### src/rtl/hd44780_pkg.sv
// Shared constants for the HD44780 4-bit bus driver: symbol select codes,
// LCD byte values, default bus timing and the transfer FSM encoding.
package hd44780_pkg;

    localparam int T_AS_DEF  = 6;
    localparam int T_PW_DEF  = 48;
    localparam int T_H_DEF   = 4;
    localparam int T_GAP_DEF = 100;

    // Character-mode selects use only sel[1:0].
    localparam logic [1:0] SEL_DIGIT = 2'b00;
    localparam logic [1:0] SEL_SEP   = 2'b01;
    localparam logic [1:0] SEL_M     = 2'b10;
    localparam logic [1:0] SEL_AP    = 2'b11;

    localparam logic [2:0] SEL_DDRAM = 3'b000;
    localparam logic [2:0] SEL_INIT3 = 3'b100;
    localparam logic [2:0] SEL_INIT2 = 3'b101;
    localparam logic [2:0] SEL_FUNC  = 3'b110;
    localparam logic [2:0] SEL_DISP  = 3'b111;

    localparam logic [7:0] LCD_FUNC_4BIT = 8'h28;
    localparam logic [7:0] LCD_DISP_ON   = 8'h0C;
    localparam logic [7:0] LCD_CLEAR     = 8'h01;
    localparam logic [7:0] LCD_SET_DDRAM = 8'h80;
    // Init nibbles travel in the upper half; the lower half is never sent.
    localparam logic [7:0] LCD_INIT3     = 8'h30;
    localparam logic [7:0] LCD_INIT2     = 8'h20;

    localparam logic [7:0] CH_ZERO  = 8'h30;
    localparam logic [7:0] CH_QMARK = 8'h3F;
    localparam logic [7:0] CH_COLON = 8'h3A;
    localparam logic [7:0] CH_SPACE = 8'h20;
    localparam logic [7:0] CH_P     = 8'h50;
    localparam logic [7:0] CH_A     = 8'h41;
    localparam logic [7:0] CH_M     = 8'h4D;

    typedef enum logic [2:0] {
        ST_IDLE,
        ST_AS_H,
        ST_PW_H,
        ST_H_H,
        ST_GAP,
        ST_AS_L,
        ST_PW_L,
        ST_H_L
    } lcd_state_t;

    function automatic int max4(input int a, input int b, input int c, input int d);
        int m;
        m = a;
        if (b > m) m = b;
        if (c > m) m = c;
        if (d > m) m = d;
        return m;
    endfunction

endpackage

### src/rtl/hd44780_char_map.sv
// Maps a sequencer symbol {data, sel, val} to the HD44780 byte it stands for,
// flagging the init symbols that are sent as a single upper nibble.
module hd44780_char_map
    import hd44780_pkg::*;
(
    input  logic       data,
    input  logic [2:0] sel,
    input  logic [3:0] val,
    output logic [7:0] lcd_byte,
    output logic       nibble_only
);

    always_comb begin
        // NOTE: every output gets a default first so no path can infer a latch.
        lcd_byte    = LCD_CLEAR;
        nibble_only = 1'b0;
        if (data) begin
            unique case (sel[1:0])
                SEL_DIGIT: lcd_byte = (val <= 4'd9) ? (CH_ZERO + {4'h0, val}) : CH_QMARK;
                SEL_SEP:   lcd_byte = val[0] ? CH_SPACE : CH_COLON;
                SEL_AP:    lcd_byte = val[0] ? CH_P : CH_A;
                SEL_M:     lcd_byte = CH_M;
                default:   lcd_byte = CH_M;
            endcase
        end else begin
            case (sel)
                SEL_INIT3: begin lcd_byte = LCD_INIT3; nibble_only = 1'b1; end
                SEL_INIT2: begin lcd_byte = LCD_INIT2; nibble_only = 1'b1; end
                SEL_FUNC:  lcd_byte = LCD_FUNC_4BIT;
                SEL_DISP:  lcd_byte = LCD_DISP_ON;
                SEL_DDRAM: lcd_byte = LCD_SET_DDRAM | {4'h0, val};
                default:   lcd_byte = LCD_CLEAR;
            endcase
        end
    end

endmodule

### src/rtl/hd44780_lcd_driver.sv
// HD44780 4-bit pin driver: turns each rising edge of the sequencer trigger
// into one timed nibble or byte write on RS/E/DB7..DB4.
module hd44780_lcd_driver
    import hd44780_pkg::*;
#(
    parameter int T_AS  = T_AS_DEF,
    parameter int T_PW  = T_PW_DEF,
    parameter int T_H   = T_H_DEF,
    parameter int T_GAP = T_GAP_DEF
) (
    input  logic       i_clk,
    input  logic       i_reset,
    input  logic       i_e_trigger,
    input  logic       i_data,
    input  logic [2:0] i_sel,
    input  logic [3:0] i_val,
    output logic       o_lcd_rs,
    output logic       o_lcd_rw,
    output logic       o_lcd_e,
    output logic [3:0] o_lcd_db,
    output logic       o_busy,
    output logic       o_overrun
);

    localparam int CNT_W = $clog2(max4(T_AS, T_PW, T_H, T_GAP)) + 1;

    lcd_state_t       state, state_next;
    logic [CNT_W-1:0] cnt, cnt_load;
    logic             trig_q, trig_rise, accept;
    logic             cap_data;
    logic [2:0]       cap_sel;
    logic [3:0]       cap_val;
    logic [7:0]       map_byte;
    logic             map_nibble_only;
    logic             rs_hold, rs_cur, e_cur;
    logic [3:0]       db_hold, db_cur;
    logic             overrun_q;

    assign trig_rise = i_e_trigger & ~trig_q;
    assign accept    = trig_rise && (state == ST_IDLE);

    hd44780_char_map u_char_map (
        .data        (cap_data),
        .sel         (cap_sel),
        .val         (cap_val),
        .lcd_byte    (map_byte),
        .nibble_only (map_nibble_only)
    );

    // Phase length of the state about to be entered, minus one.
    always_comb begin
        cnt_load = '0;
        case (state_next)
            ST_AS_H, ST_AS_L: cnt_load = CNT_W'(T_AS - 1);
            ST_PW_H, ST_PW_L: cnt_load = CNT_W'(T_PW - 1);
            ST_H_H,  ST_H_L:  cnt_load = CNT_W'(T_H - 1);
            ST_GAP:           cnt_load = CNT_W'(T_GAP - 1);
            default:          cnt_load = '0;
        endcase
    end

    always_ff @(posedge i_clk) begin
        // NOTE: state is updated with non-blocking assignments so every
        // register samples the pre-edge values of the others.
        if (i_reset) begin
            state <= ST_IDLE;
            cnt   <= '0;
        end else begin
            state <= state_next;
            if (state_next == ST_IDLE)
                cnt <= '0;
            else if (state_next != state)
                cnt <= cnt_load;
            else
                cnt <= cnt - CNT_W'(1);
        end
    end

    always_comb begin
        state_next = state;
        case (state)
            ST_IDLE: if (trig_rise)  state_next = ST_AS_H;
            ST_AS_H: if (cnt == '0)  state_next = ST_PW_H;
            ST_PW_H: if (cnt == '0)  state_next = ST_H_H;
            ST_H_H:  if (cnt == '0)  state_next = map_nibble_only ? ST_IDLE : ST_GAP;
            ST_GAP:  if (cnt == '0)  state_next = ST_AS_L;
            ST_AS_L: if (cnt == '0)  state_next = ST_PW_L;
            ST_PW_L: if (cnt == '0)  state_next = ST_H_L;
            ST_H_L:  if (cnt == '0)  state_next = ST_IDLE;
            default:                 state_next = ST_IDLE;
        endcase
    end

    always_comb begin
        rs_cur = rs_hold;
        db_cur = db_hold;
        e_cur  = 1'b0;
        case (state)
            ST_AS_H, ST_H_H, ST_GAP: begin
                rs_cur = cap_data;
                db_cur = map_byte[7:4];
            end
            ST_PW_H: begin
                rs_cur = cap_data;
                db_cur = map_byte[7:4];
                e_cur  = 1'b1;
            end
            ST_AS_L, ST_H_L: begin
                rs_cur = cap_data;
                db_cur = map_byte[3:0];
            end
            ST_PW_L: begin
                rs_cur = cap_data;
                db_cur = map_byte[3:0];
                e_cur  = 1'b1;
            end
            default: ;
        endcase
    end

    // Symbol capture, edge detect, overrun flag and the idle-time bus hold.
    always_ff @(posedge i_clk) begin
        if (i_reset) begin
            trig_q    <= 1'b0;
            cap_data  <= 1'b0;
            cap_sel   <= '0;
            cap_val   <= '0;
            overrun_q <= 1'b0;
            rs_hold   <= 1'b0;
            db_hold   <= '0;
        end else begin
            trig_q <= i_e_trigger;
            if (accept) begin
                cap_data <= i_data;
                cap_sel  <= i_sel;
                cap_val  <= i_val;
            end
            if (trig_rise && state != ST_IDLE)
                overrun_q <= 1'b1;
            if (state != ST_IDLE) begin
                rs_hold <= rs_cur;
                db_hold <= db_cur;
            end
        end
    end

    assign o_lcd_rs  = rs_cur;
    assign o_lcd_rw  = 1'b0;
    assign o_lcd_e   = e_cur;
    assign o_lcd_db  = db_cur;
    assign o_busy    = (state != ST_IDLE);
    assign o_overrun = overrun_q;

endmodule

### config.mk
export PLATFORM = sky130hd
export DESIGN_NAME = hd44780_lcd_driver
export DESIGN_NICKNAME = d
export VERILOG_FILES = /design/src/rtl/hd44780_pkg.sv /design/src/rtl/hd44780_char_map.sv /design/src/rtl/hd44780_lcd_driver.sv
export SDC_FILE = /design/constraint.sdc
export NUM_CORES = 1
export LEC_CHECK = 0
export CORE_ASPECT_RATIO = 1.2
export CORE_UTILIZATION = 60
export DETAILED_ROUTE_END_ITERATION = 8
export DONT_BUFFER_PORTS = 1
export GPL_TIMING_DRIVEN = 0
export PLACE_DENSITY = 0.76
export SLEW_MARGIN = 30
export SYNTH_ARGS = -nofsm -noshare
export SYNTH_HDL_FRONTEND = slang
export SYNTH_SLANG_ARGS = --single-unit
### constraint.sdc
create_clock -name i_clk -period 2.8 [get_ports i_clk]
set_input_delay 0.28 -clock i_clk [delete_from_list [all_inputs] [get_ports i_clk]]
set_output_delay 0.28 -clock i_clk [all_outputs]
set_load 0.1 [all_outputs]
==> flow_summary.toml <==
[status]
status = "finished clean"

[cells_and_area]
layout.nets = 205
layout_commonest_cell = "dfxtp_1"
num_antenna_cells = 0
nFillCells = 184
post_route_cells_drive_above_1_share_pct = 18.6
mostFrequentLayoutCells = "dfxtp_1 (26), nor2_1 (25), o21ai_0 (13), nand2_1 (11), mux2i_1 (10)"
fin_cells = 219
syn_to_final_growth_pct = 14.1
multiInputGateArea_sq_um = 976
regArea_sq_um = 520

[floorplan]
core_sq_um = 2330
die_width_microns = 47.7
fp-row-count = 19
die_h_microns = 56.9
num_io_pins = 20
die_area_sq_um = 2720
initial_utilization_pct = 64.7

[drt]
drt_iter0_markers = 41
final_antenna_net_count = 0
drc_errors = 0
dr.pass1.iters = 5
wire_per_inst_microns = 15.9
detail_route.vias_per_cell = 6.10
vias = 1336
wirelength_microns = 3490

[synthesis]
avgSynthCellArea_sq_um = 8.37
ys_async_sr_fraction_pct = 0
ys_ff_latch = 26
synth_nets = 196
synth_ff_type = "dfxtp_1"
synthCells = 180
ys.warnings.count = 0
yosysUniqueCellTypes = 44
seq_area_frac_synth_pct = 34.6
synth_edf_count = 0
syn_area_sq_um = 1510

[flow_run]
drv_cap = 0

[cts]
clock_sinks = 26
ctsHoldBuffers = 0
clockRootBuffer = "clkbuf_4"
cts_tree = "done"
cts_max_level = 1
clk_pin_slew_ps = 150
clk_latency_ps = 340
cts_buffers = 3
clk_path_buf_depth = 2

[setup_path]
cp_top_family = "compound AO/OA/AOI/OAI gates"
endpoint_kind = "flip-flop"
crit_slowest_cell = "clkinvlp_4"
crit_type = "flip-flop to flip-flop"
cp-start-kind = "flip-flop"
crit_required_ps = 3070
crit_chain = "buf_2, nor3_4, clkinvlp_4, a21boi_4, ha_4, nand2_1, a41oi_1, a311o_1, nor3_1, a211oi_2"
worstPathMaxFanout = 9
path_buf_inv = 2
max_stage_delay_ps = 580
cp_data_arrival_time_ps = 3040
r2r_slack_ps = 20

[timing]
max_slew_margin_pct = 35.5
hold_viol = 0
post-route-period-util_pct = 99.1
fin_worst_skew_ps = 7.08
tightest_slew_ps = 966
finalSetupViolations = 0
fin_crit_ps = 2780
drv_slew = 0
max_clock_freq_mhz = 360

[placement]
dp.cells = 212
dp_hpwl_microns = 2380
gp_routability_congestion = 0.813
portBuffers = 0

[global_routing]
antenna_found_initial = 0
grt_pass1_vias = 1186
grt_max_degree = 16
grtUsageTotal_pct = 27.7
grt_pass1_wl_microns = 5280
overflow = 0

[worst_hold_path]
worstHoldPathType = "input pin to flip-flop"
## cell usage after synthesis (5+ instances only)
cell type / instances / share of area [%]
dfxtp_1: 26 / 35
nor2b_1: 7 / 2.9
inv_1: 7 / 1.7
a21oi_1: 5 / 1.7
nor2_1: 25 / 6.2
nand2_1: 12 / 3.0
clkbuf_1: 7 / 1.7
o21ai_0: 13 / 4.3
xor2_1: 5 / 2.9
ha_1: 5 / 4.2
mux2i_1: 10 / 6.6
buf_2: 5 / 1.7
## timing repair
item                       4_1_cts  5_1_grt
setup buffers                    0        4
gates resized for setup          7        5
pin swaps                        1        4
gates cloned                     0        0
setup endpoints to repair        4        5
## flip-flops by register name, indices dropped and copies added (netlist names), 3 cells and up
register and cells:
cap_sel 3, cap_val 4, cnt 8, db_hold 4
state 3
## through the flow
| stage | hold WS [ps] | setup slack (ps) | utilization, % | setup TNS, ps | instance area, sq um |
|---|---|---|---|---|---|
| CTS | 61.5 | 4.93 | 71.8 | 0 | 1670 |
| global placement | 410 | -176 | 66.6 | -480 | 1550 |
| finish | 70.1 | 24.6 | 73.8 | 0 | 1720 |
| detailed placement | 417 | -202 | 68.2 | -312 | 1590 |
| floorplan | 408 | 90.5 | - | 0 | 1510 |
| global route | 38.0 | -58.8 | 73.8 | -108 | 1720 |
## layout make-up
type	count	area share, %
buffer	12	3.28
clock buffer	3	1.31
clock inverter	1	1.75
inverter	7	1.75
multi-input combinational	134	56.8
sequential	26	30.3
tap	31	2.26
timing repair buffer	5	2.62
## worst reg2reg max path, delay by kind of cell, from the launching register on
| kind | cells | cell delay [ps] |
|---|---|---|
| and+or+nand+nor | 3 | 440 |
| adders and majority gates | 1 | 200 |
| AOI/OAI and AO/OA | 4 | 980 |
| DFF | 1 | 330 |
| buffers and inverters | 2 | 770 |
## routing by layer
metal	share of wire, %	track usage (%)
met5	0	0
met1	36	29.4
met2	58	48.8
met4	2.5	14.3
met3	3.7	4.18
## path summary, 6_finish.rpt
check | startpoint | to | cells after the start
setup / recovery | state[1] | cnt[1] | 10
setup reg to reg | state[1] | cnt[1] | 10
hold reg to reg | cnt[0] | cnt[0] | 1
hold / removal | i_e_trigger | trig_q | 1
## cell families (layout without fill, tap and decap cells)
kind of cell	Yosys count	in the layout	share of synthesized area, %
mux	10	10	6.64
other cells	1	1	0.249
buf+inv	20	28	5.65
xor+xnor	6	6	3.49
compound gates	42	42	20.7
fa+ha+maj	5	5	4.15
simple gates	70	70	24.6
flops	26	26	34.6
Power is not shown: default switching activity piles up to over one toggle a cycle in this logic, so the estimate is an artifact.
